===== src/rtl/rr_arb8_32bits_pkg.sv =====
// Shared constants and helpers for the 8-input round-robin result-bus arbiter.
// Latency: n/a (declarations only).
// Backpressure: n/a.
//
// Contents: requester count, index width, default last-winner pointer,
// reset fill bit for the output word, and a rotate helper used by the picker.
package rr_arb8_32bits_pkg;

  localparam int NREQ = 8;
  localparam int IDXW = 3;

  // 7 so that requester 0 is scanned first after reset.
  localparam logic [IDXW-1:0] PTR_INIT_DEF = 3'd7;

  // Every bit of y takes this value on reset.
  localparam logic Y_RST_BIT = 1'b0;

  // Rotate right by n: bit n of v lands on bit 0.
  function automatic logic [NREQ-1:0] rot_right8(input logic [NREQ-1:0] v,
                                                 input logic [IDXW-1:0] n);
    logic [2*NREQ-1:0] d;
    d = {v, v} >> n;
    return d[NREQ-1:0];
  endfunction

endpackage


===== src/rtl/rr_pick8.sv =====
// Round-robin picker: first set request strictly after ptr, wrapping 7 -> 0.
// Latency: purely combinational.
// Backpressure: none; caller decides whether the pick is used.
//
// Ports: req_i[7:0] requests, ptr_i[2:0] last winner;
//        any_o some request set, idx_o winner index, onehot_o decoded winner
//        (all zero when no request is set).
module rr_pick8
  import rr_arb8_32bits_pkg::*;
(
  input  logic [NREQ-1:0] req_i,
  input  logic [IDXW-1:0] ptr_i,
  output logic            any_o,
  output logic [IDXW-1:0] idx_o,
  output logic [NREQ-1:0] onehot_o
);

  logic [IDXW-1:0] start;
  logic [NREQ-1:0] rot;
  logic [IDXW-1:0] off;

  // Scanning begins one past the last winner; 3-bit add wraps 7 -> 0.
  assign start = ptr_i + 3'd1;
  assign rot   = rot_right8(req_i, start);

  // Priority-encode the rotated vector: lowest set bit wins, so walk downward
  // and let the last hit overwrite.
  always_comb begin
    off = '0;
    for (int i = NREQ - 1; i >= 0; i--) begin
      if (rot[i]) off = IDXW'(i);
    end
  end

  // Un-rotate back to a requester index.
  assign idx_o    = start + off;
  assign any_o    = |req_i;
  assign onehot_o = any_o ? ({{(NREQ-1){1'b0}}, 1'b1} << idx_o) : '0;

endmodule


===== src/rtl/rr_arb8_32bits.sv =====
// Round-robin arbiter for 8 requesters sharing one 32-bit registered result bus.
// Latency: request seen with buffer free -> word valid on y_o one cycle later.
// Backpressure: one-entry buffer; while y_valid_o=1 and y_ready_i=0 no grant is issued.
//
// Ports: clk_i, reset_i (sync, active-high); req_i[7:0] and a_i..h_i data of
//        requesters 0..7; grant_o one-hot capture acknowledge; sel_o index of
//        last captured requester; y_valid_o/y_o/y_ready_i output handshake;
//        ptr_o last-winner pointer for visibility.
module rr_arb8_32bits
  import rr_arb8_32bits_pkg::*;
#(
  parameter int              WIDTH    = 32,
  parameter logic [IDXW-1:0] PTR_INIT = PTR_INIT_DEF
) (
  input  logic             clk_i,
  input  logic             reset_i,
  input  logic [NREQ-1:0]  req_i,
  input  logic [WIDTH-1:0] a_i,
  input  logic [WIDTH-1:0] b_i,
  input  logic [WIDTH-1:0] c_i,
  input  logic [WIDTH-1:0] d_i,
  input  logic [WIDTH-1:0] e_i,
  input  logic [WIDTH-1:0] f_i,
  input  logic [WIDTH-1:0] g_i,
  input  logic [WIDTH-1:0] h_i,
  output logic [NREQ-1:0]  grant_o,
  output logic [IDXW-1:0]  sel_o,
  output logic             y_valid_o,
  output logic [WIDTH-1:0] y_o,
  input  logic             y_ready_i,
  output logic [IDXW-1:0]  ptr_o
);

  logic [WIDTH-1:0] y_q, y_d;
  logic             y_valid_q, y_valid_d;
  logic [IDXW-1:0]  sel_q, sel_d;
  logic [IDXW-1:0]  ptr_q, ptr_d;

  logic             pick_any;
  logic [IDXW-1:0]  pick_idx;
  logic [NREQ-1:0]  pick_onehot;
  logic             free;
  logic             cap;
  logic [WIDTH-1:0] mux_dat;

  rr_pick8 u_pick (
    .req_i    (req_i),
    .ptr_i    (ptr_q),
    .any_o    (pick_any),
    .idx_o    (pick_idx),
    .onehot_o (pick_onehot)
  );

  // Buffer can take a word if empty or being drained this cycle.
  assign free = !y_valid_q || y_ready_i;
  assign cap  = free && pick_any && !reset_i;

  assign grant_o = cap ? pick_onehot : '0;

  // Mux is steered by the live winner, not the registered sel, so the
  // captured word always belongs to the granted requester.
  always_comb begin
    mux_dat = h_i;
    case (pick_idx)
      3'd0:    mux_dat = a_i;
      3'd1:    mux_dat = b_i;
      3'd2:    mux_dat = c_i;
      3'd3:    mux_dat = d_i;
      3'd4:    mux_dat = e_i;
      3'd5:    mux_dat = f_i;
      3'd6:    mux_dat = g_i;
      default: mux_dat = h_i;
    endcase
  end

  always_comb begin
    y_d       = y_q;
    y_valid_d = y_valid_q;
    sel_d     = sel_q;
    ptr_d     = ptr_q;
    if (cap) begin
      y_d       = mux_dat;
      y_valid_d = 1'b1;
      sel_d     = pick_idx;
      ptr_d     = pick_idx;
    end else if (y_ready_i) begin
      // Consumed (or already empty) with nothing new arriving.
      y_valid_d = 1'b0;
    end
  end

  always_ff @(posedge clk_i) begin
    if (reset_i) begin
      y_q       <= {WIDTH{Y_RST_BIT}};
      y_valid_q <= 1'b0;
      sel_q     <= '0;
      ptr_q     <= PTR_INIT;
    end else begin
      y_q       <= y_d;
      y_valid_q <= y_valid_d;
      sel_q     <= sel_d;
      ptr_q     <= ptr_d;
    end
  end

  assign y_o       = y_q;
  assign y_valid_o = y_valid_q;
  assign sel_o     = sel_q;
  assign ptr_o     = ptr_q;

endmodule

===== config.mk =====
export PLATFORM = sky130hd
export DESIGN_NAME = rr_arb8_32bits
export DESIGN_NICKNAME = d
export VERILOG_FILES = /design/src/rtl/rr_arb8_32bits_pkg.sv /design/src/rtl/rr_pick8.sv /design/src/rtl/rr_arb8_32bits.sv
export SDC_FILE = /design/constraint.sdc
export NUM_CORES = 1
export LEC_CHECK = 0
export CORE_AREA = 2 2 122 124
export CTS_CLUSTER_SIZE = 28
export DETAILED_ROUTE_END_ITERATION = 10
export DIE_AREA = 0 0 124 126
export PLACE_DENSITY = 0.71
export SLEW_MARGIN = 25
export SYNTH_ARGS = -nofsm -noshare
export SYNTH_HDL_FRONTEND = slang
export SYNTH_HIERARCHICAL = 1
export SYNTH_SLANG_ARGS = --single-unit

===== constraint.sdc =====
create_clock -name clk_i -period 6.75 [get_ports clk_i]
set_clock_uncertainty 0.05 [all_clocks]
set_input_delay 1.35 -clock clk_i [delete_from_list [all_inputs] [get_ports clk_i]]
set_output_delay 1.35 -clock clk_i [all_outputs]
set_load 0.01 [all_outputs]

After elaboration in Yosys (flattened, before gate mapping). Cells that the tools add are included. W data, S select, Z words.

Memory bits (read-only): 0. RAM bits: 0. Register bits after elaboration: 39. Latch bits: 0. Memories kept: 0. Input bits: 267.

Shift-type cells: 2. Reduce and logical (&&, ||, !) cells: 8. Muxes and demuxes: 13. Bitwise gates (word level): 0. Divide/modulo/power cells: 0. $lt $le $gt $ge: 0. $add $sub $neg: 2. Eq/ne operators: 6. Multipliers: 0.

Operators with widths (count): $pmux W32 S7 (1); $mux W3 (8); $mux W8 (2); $shr A16 B3 Y8 (1); $eq A3 B3 Y1 const B (3); $reduce_or A8 Y1 (1); $shl A1 B3 Y8 const A (1); $eq A3 B2 Y1 const B (2); $add A3 B1 Y3 const B (1); $add A3 B3 Y3 (1); $eq A3 B1 Y1 const B (1); $logic_not A3 Y1 (1); $logic_and A1 B1 Y1 (2); $logic_not A1 Y1 (2); $mux W1 (2); $reduce_bool A2 Y1 (1); $logic_or A1 B1 Y1 (1).

Depth between registers and ports, before layout.
Depth in word-level cells: 14. Depth in mapped cells: 19. Mapped depth without buffers: 15.

By module. The synthesis kept the hierarchy.

Modules (own cells, without submodules): rr_arb8_32bits (cells an instance 433, seq. area each 780.7 µm², instances 1, area each 3656.0 µm²); rr_pick8 (cells an instance 57, seq. area each 0.0 µm², instances 1, area each 551.8 µm²).

Worst setup path after synthesis. Ideal clock, no wire load.

Path type: input to output. Start point: input port req_i[6]. End point: output port grant_o[3]. Stages on the path: 11. Data required time: 5.350 ns. Arrival: 3.851 ns. Path slack: 1.499 ns. Buffers on the path: 0. Path through: mux4_1 o32ai_1 a21oi_1 o32ai_1 ha_1 inv_1 fa_1 xnor2_4 inv_4 nor2_2 and2_1.

Word-level cells in the longest chain between the ends: 13. Elaborated cells between the ends (all ways): 16. Those cells by class: 1 x add/sub; 2 x shift; 10 x mux; 3 x reduce/logical.

RTL lines: start: declaration (RTL line rr_arb8_32bits.sv:17) `input logic [NREQ-1:0] req_i,`; $shr A16 B3 Y8 * (RTL line rr_arb8_32bits_pkg.sv:22) `d = {v, v} >> n;`; $mux W3 (7 in series) (RTL line rr_pick8.sv:31) `if (rot[i]) off = IDXW'(i);`; $mux W3 * (RTL line rr_pick8.sv:31); $add A3 B3 Y3 * (RTL line rr_pick8.sv:36) `assign idx_o = start + off;`; via pick_idx[2] (RTL line rr_arb8_32bits.sv:40) `logic [IDXW-1:0] pick_idx;`; $shl A1 B3 Y8 * (RTL line rr_pick8.sv:38) `assign onehot_o = any_o ? ({{(NREQ-1){1'b0}}, 1'b1} << idx_o) : '0;`; $mux W8 * (RTL line rr_pick8.sv:38); via pick_onehot[3] (RTL line rr_arb8_32bits.sv:41) `logic [NREQ-1:0] pick_onehot;`; $mux W8 * (RTL line rr_arb8_32bits.sv:58) `assign grant_o = cap ? pick_onehot : '0;`; end: declaration (RTL line rr_arb8_32bits.sv:26) `output logic [NREQ-1:0] grant_o,`.

The timed path passes the listed nets; every way through them passes the cells marked *.

Worst setup path in the final report.
Start point: input port req_i[2]. End point: output port grant_o[1].

The elaborated chain is that of the path after synthesis.

==> summary.txt <==
Setup path
  – CP max-delay cell: mux4_2
  – Critical Path, Cell by Cell: clkdlybuf4s50_1 > mux4_2 > nor2b_1 > o32ai_1 > a21oi_1 > o32ai_1 > ha_4 > inv_1 > fa_1 > xnor2_4 > inv_4 > nor2_2 > and2_1 > clkdlybuf4s50_1
  – CP Depth: 14
  – Critical path class: input port to output port
  – Worst path max stage delay: 550 ps
  – CP endpoint: grant_o[1]
  – R2R setup slack: 1160 ps
  – Critical path endpoint category: output port
  – Required time worst endpoint: 5350 ps
  – Worst setup SP type: input port
  – Crit. Startpoint: req_i[2]
  – Worst path top cell family by delay: buffers and inverters
  – Capturing point of the worst reg2reg path: y_o[29]$_SDFFE_PP0P_
  – Crit path DAT: 5200 ps
  – R2r startpoint: ptr_o[0]$_SDFFE_PP1P_
  – R2R depth: 18
  – CP max FO: 5
  – CP bufs+invs: 4

Clock tree
  – PostCTS Resize Cnt: 0
  – Postcts setup bufs: 0
  – CTS Buf Count: 5
  – Worst-case clock buffer depth: 2
  – Skew-Pair Late Insertion Delay: 270 ps
  – Post-CTS Hold Fix Bufs: 0
  – Clk slew on worst S/H paths: 60 ps
  – CTS tree: built
  – # H-tree levels: 2
  – Root buffer cell: clkbuf_16
  – Clk sinks: 39

Placed design
  – DP Wirelength: 14.6 mm
  – Place WS: 165 ps
  – RD Place Congestion: 0.885
  – Dpl cells: 946
  – Port Buffers: 313

STA
  – Final setup fails: 0
  – RSZ-0062 raised after global routing: false
  – Final Critical Period: 6600 ps
  – Setup ws final: 147 ps
  – Headroom to the max-slew limit: 46.1%
  – Total Neg Setup Slack: 0 ps
  – Final Hold Violating Endpoints: 0
  – Fmax: 151 MHz
  – Crit share post-route: 97.8%
  – Slew @ Worst Pin: 808 ps
  – Max-slew violation count: 0

Global routing
  – Gr ovfl total: 0
  – Number of global-route vias before repair: 5,042
  – Antenna violations before repair: 1
  – First-pass GRT wire length: 27.3 mm
  – Gr usage total: 22.4%
  – Largest net degree at the start of global routing: 115

Die
  – Num ports: 314
  – Die X: 124 um
  – Full die area: 15,600 um^2
  – # rows: 44
  – Core area: 14,300 um^2
  – Die Y: 126 um
  – Starting Density: 29.4%

Routing
  – DRC: 0
  – DR vias/cell: 5.35
  – DR vias: 5,112
  – Post-DRT Antenna Nets: 0
  – Pre-Repair DR Iteration Count: 4
  – Routed wire length per instance: 19.6 um
  – Drt total wl: 18.7 mm
  – Initial drt markers: 317

Synthesis
  – Ys flop type: dfxtp_1
  – Post-synthesis area per instance: 8.59 um^2
  – Yosys reg bits: 39
  – Synth Warn #: 6
  – Post-synthesis sequential area ratio: 18.6%
  – Post-synthesis async set-or-reset flop share: 0%
  – Mapped Nets: 760
  – Cell area after synthesis: 4210 um^2
  – Post-synth EDFFs: 0
  – Netlist cell types: 53
  – Mapped Cells: 490

Cells and area
  – Final non-filler cell total: 955
  – Area grow syn2layout: 79.1%
  – Share of cells above drive strength 1: 10.6%
  – Nets: 1,039

Hold path
  – Min-delay src: y_o[14]$_SDFFE_PP0P_
  – Worst Hold Class: register to register

Status
  – Status: completed

Flow run
  – Max Cap Viol: 0
-- worst min-delay path, stage by stage, from the launching register on --
cell and delay, ps:
dfxtp_1 310, nand2_1 50, a21oi_1 60
-- state kept, by name, indices dropped and copies added, names as in the netlist --
| register | flops |
|---|---|
| y_o | 32 |
| ptr_o | 3 |
| sel_o | 3 |
| y_valid_o | 1 |
-- kinds of logic after synthesis --
group                      synth area share, %
adders and majority gates                 1.34
and+or+nand+nor                           19.8
AOI/OAI and AO/OA                         31.5
muxes                                     20.5
DFF                                       18.6
xor gates and xnor gates                  1.07
buffers and inverters                     7.26
-- Yosys cell counts, drive strengths merged (12+ instances only) --
| master | n | area share [%] |
|---|---|---|
| a21oi | 40 | 4.8 |
| a221oi | 13 | 2.7 |
| buf | 35 | 5.1 |
| clkbuf | 14 | 1.2 |
| dfxtp | 39 | 19 |
| mux2 | 51 | 14 |
| nand2 | 38 | 3.4 |
| nor2 | 12 | 1.2 |
| nor3b | 26 | 4.8 |
| o211a | 24 | 5.7 |
| o211ai | 24 | 4.3 |
| o21ai | 32 | 3.8 |
| o2bb2ai | 30 | 6.2 |
| or3b | 24 | 5.0 |
-- cells in the final DEF, fill, tap and decap left out, types with 3 or more instances in the layout --
cell	synthesis	layout
nor3_1	3	3
mux2i_1	9	9
or3b_1	24	24
dfxtp_1	39	39
clkdlybuf4s50_1	0	313
o22a_1	4	4
nand2b_1	3	3
nor4_1	3	3
clkbuf_16	0	5
mux2_2	51	51
o21ai_0	30	30
nand2_1	38	38
o211a_1	24	24
nor2_2	3	3
o22ai_1	3	3
nor2_1	9	8
o211ai_1	24	24
mux4_2	3	3
and2_1	10	10
buf_4	6	7
a221oi_1	13	13
a32oi_1	3	3
a21oi_1	40	40
inv_1	8	7
mux4_1	5	5
nor2b_1	8	8
o2bb2ai_1	30	30
nor3b_1	25	24
-- how the worst min path moves through the flow --
stage	end	slack, ps	cells past startpoint
finish	y_o[14]$_SDFFE_PP0P_	410	2
global route	sel_o[0]$_SDFFE_PP0P_	420	2
CTS	sel_o[0]$_SDFFE_PP0P_	410	2
detailed placement	sel_o[0]$_SDFFE_PP0P_	400	2
global placement	y_o[30]$_SDFFE_PP0P_	390	1
floorplan	sel_o[0]$_SDFFE_PP0P_	430	2
-- per-layer routing --
layer  global-route usage [%]  share of wire [%]  vias to the layer above
li1                         -                  -                     2464
met1                     26.3                 38                     2370
met2                     40.0                 50                      244
met3                     4.62                8.7                       34
met4                     7.20                2.7                        0
met5                        0                  0                        -
-- through the flow --
| stage | area (um^2) | utilization (%) | hold WS, ps |
|---|---|---|---|
| floorplan | 4210 | - | 431 |
| global placement | 7390 | 51.7 | 394 |
| detailed placement | 7390 | 51.7 | 399 |
| CTS | 7530 | 52.6 | 409 |
| global route | 7540 | 52.7 | 422 |
| finish | 7540 | 52.7 | 414 |
-- cell type report --
type / count / area [um^2]
fill: 1312 / 6780
timing repair buffer: 321 / 3200
multi-input combinational: 393 / 3150
sequential: 39 / 781
tap: 184 / 230
clock buffer: 7 / 133
inverter: 9 / 36.3
clock inverter: 1 / 5.00
antenna: 1 / 2.50
Power is left out: the tool's default activity adds up to more than one toggle a clock period on the data nets, which glitch-free logic cannot reach.
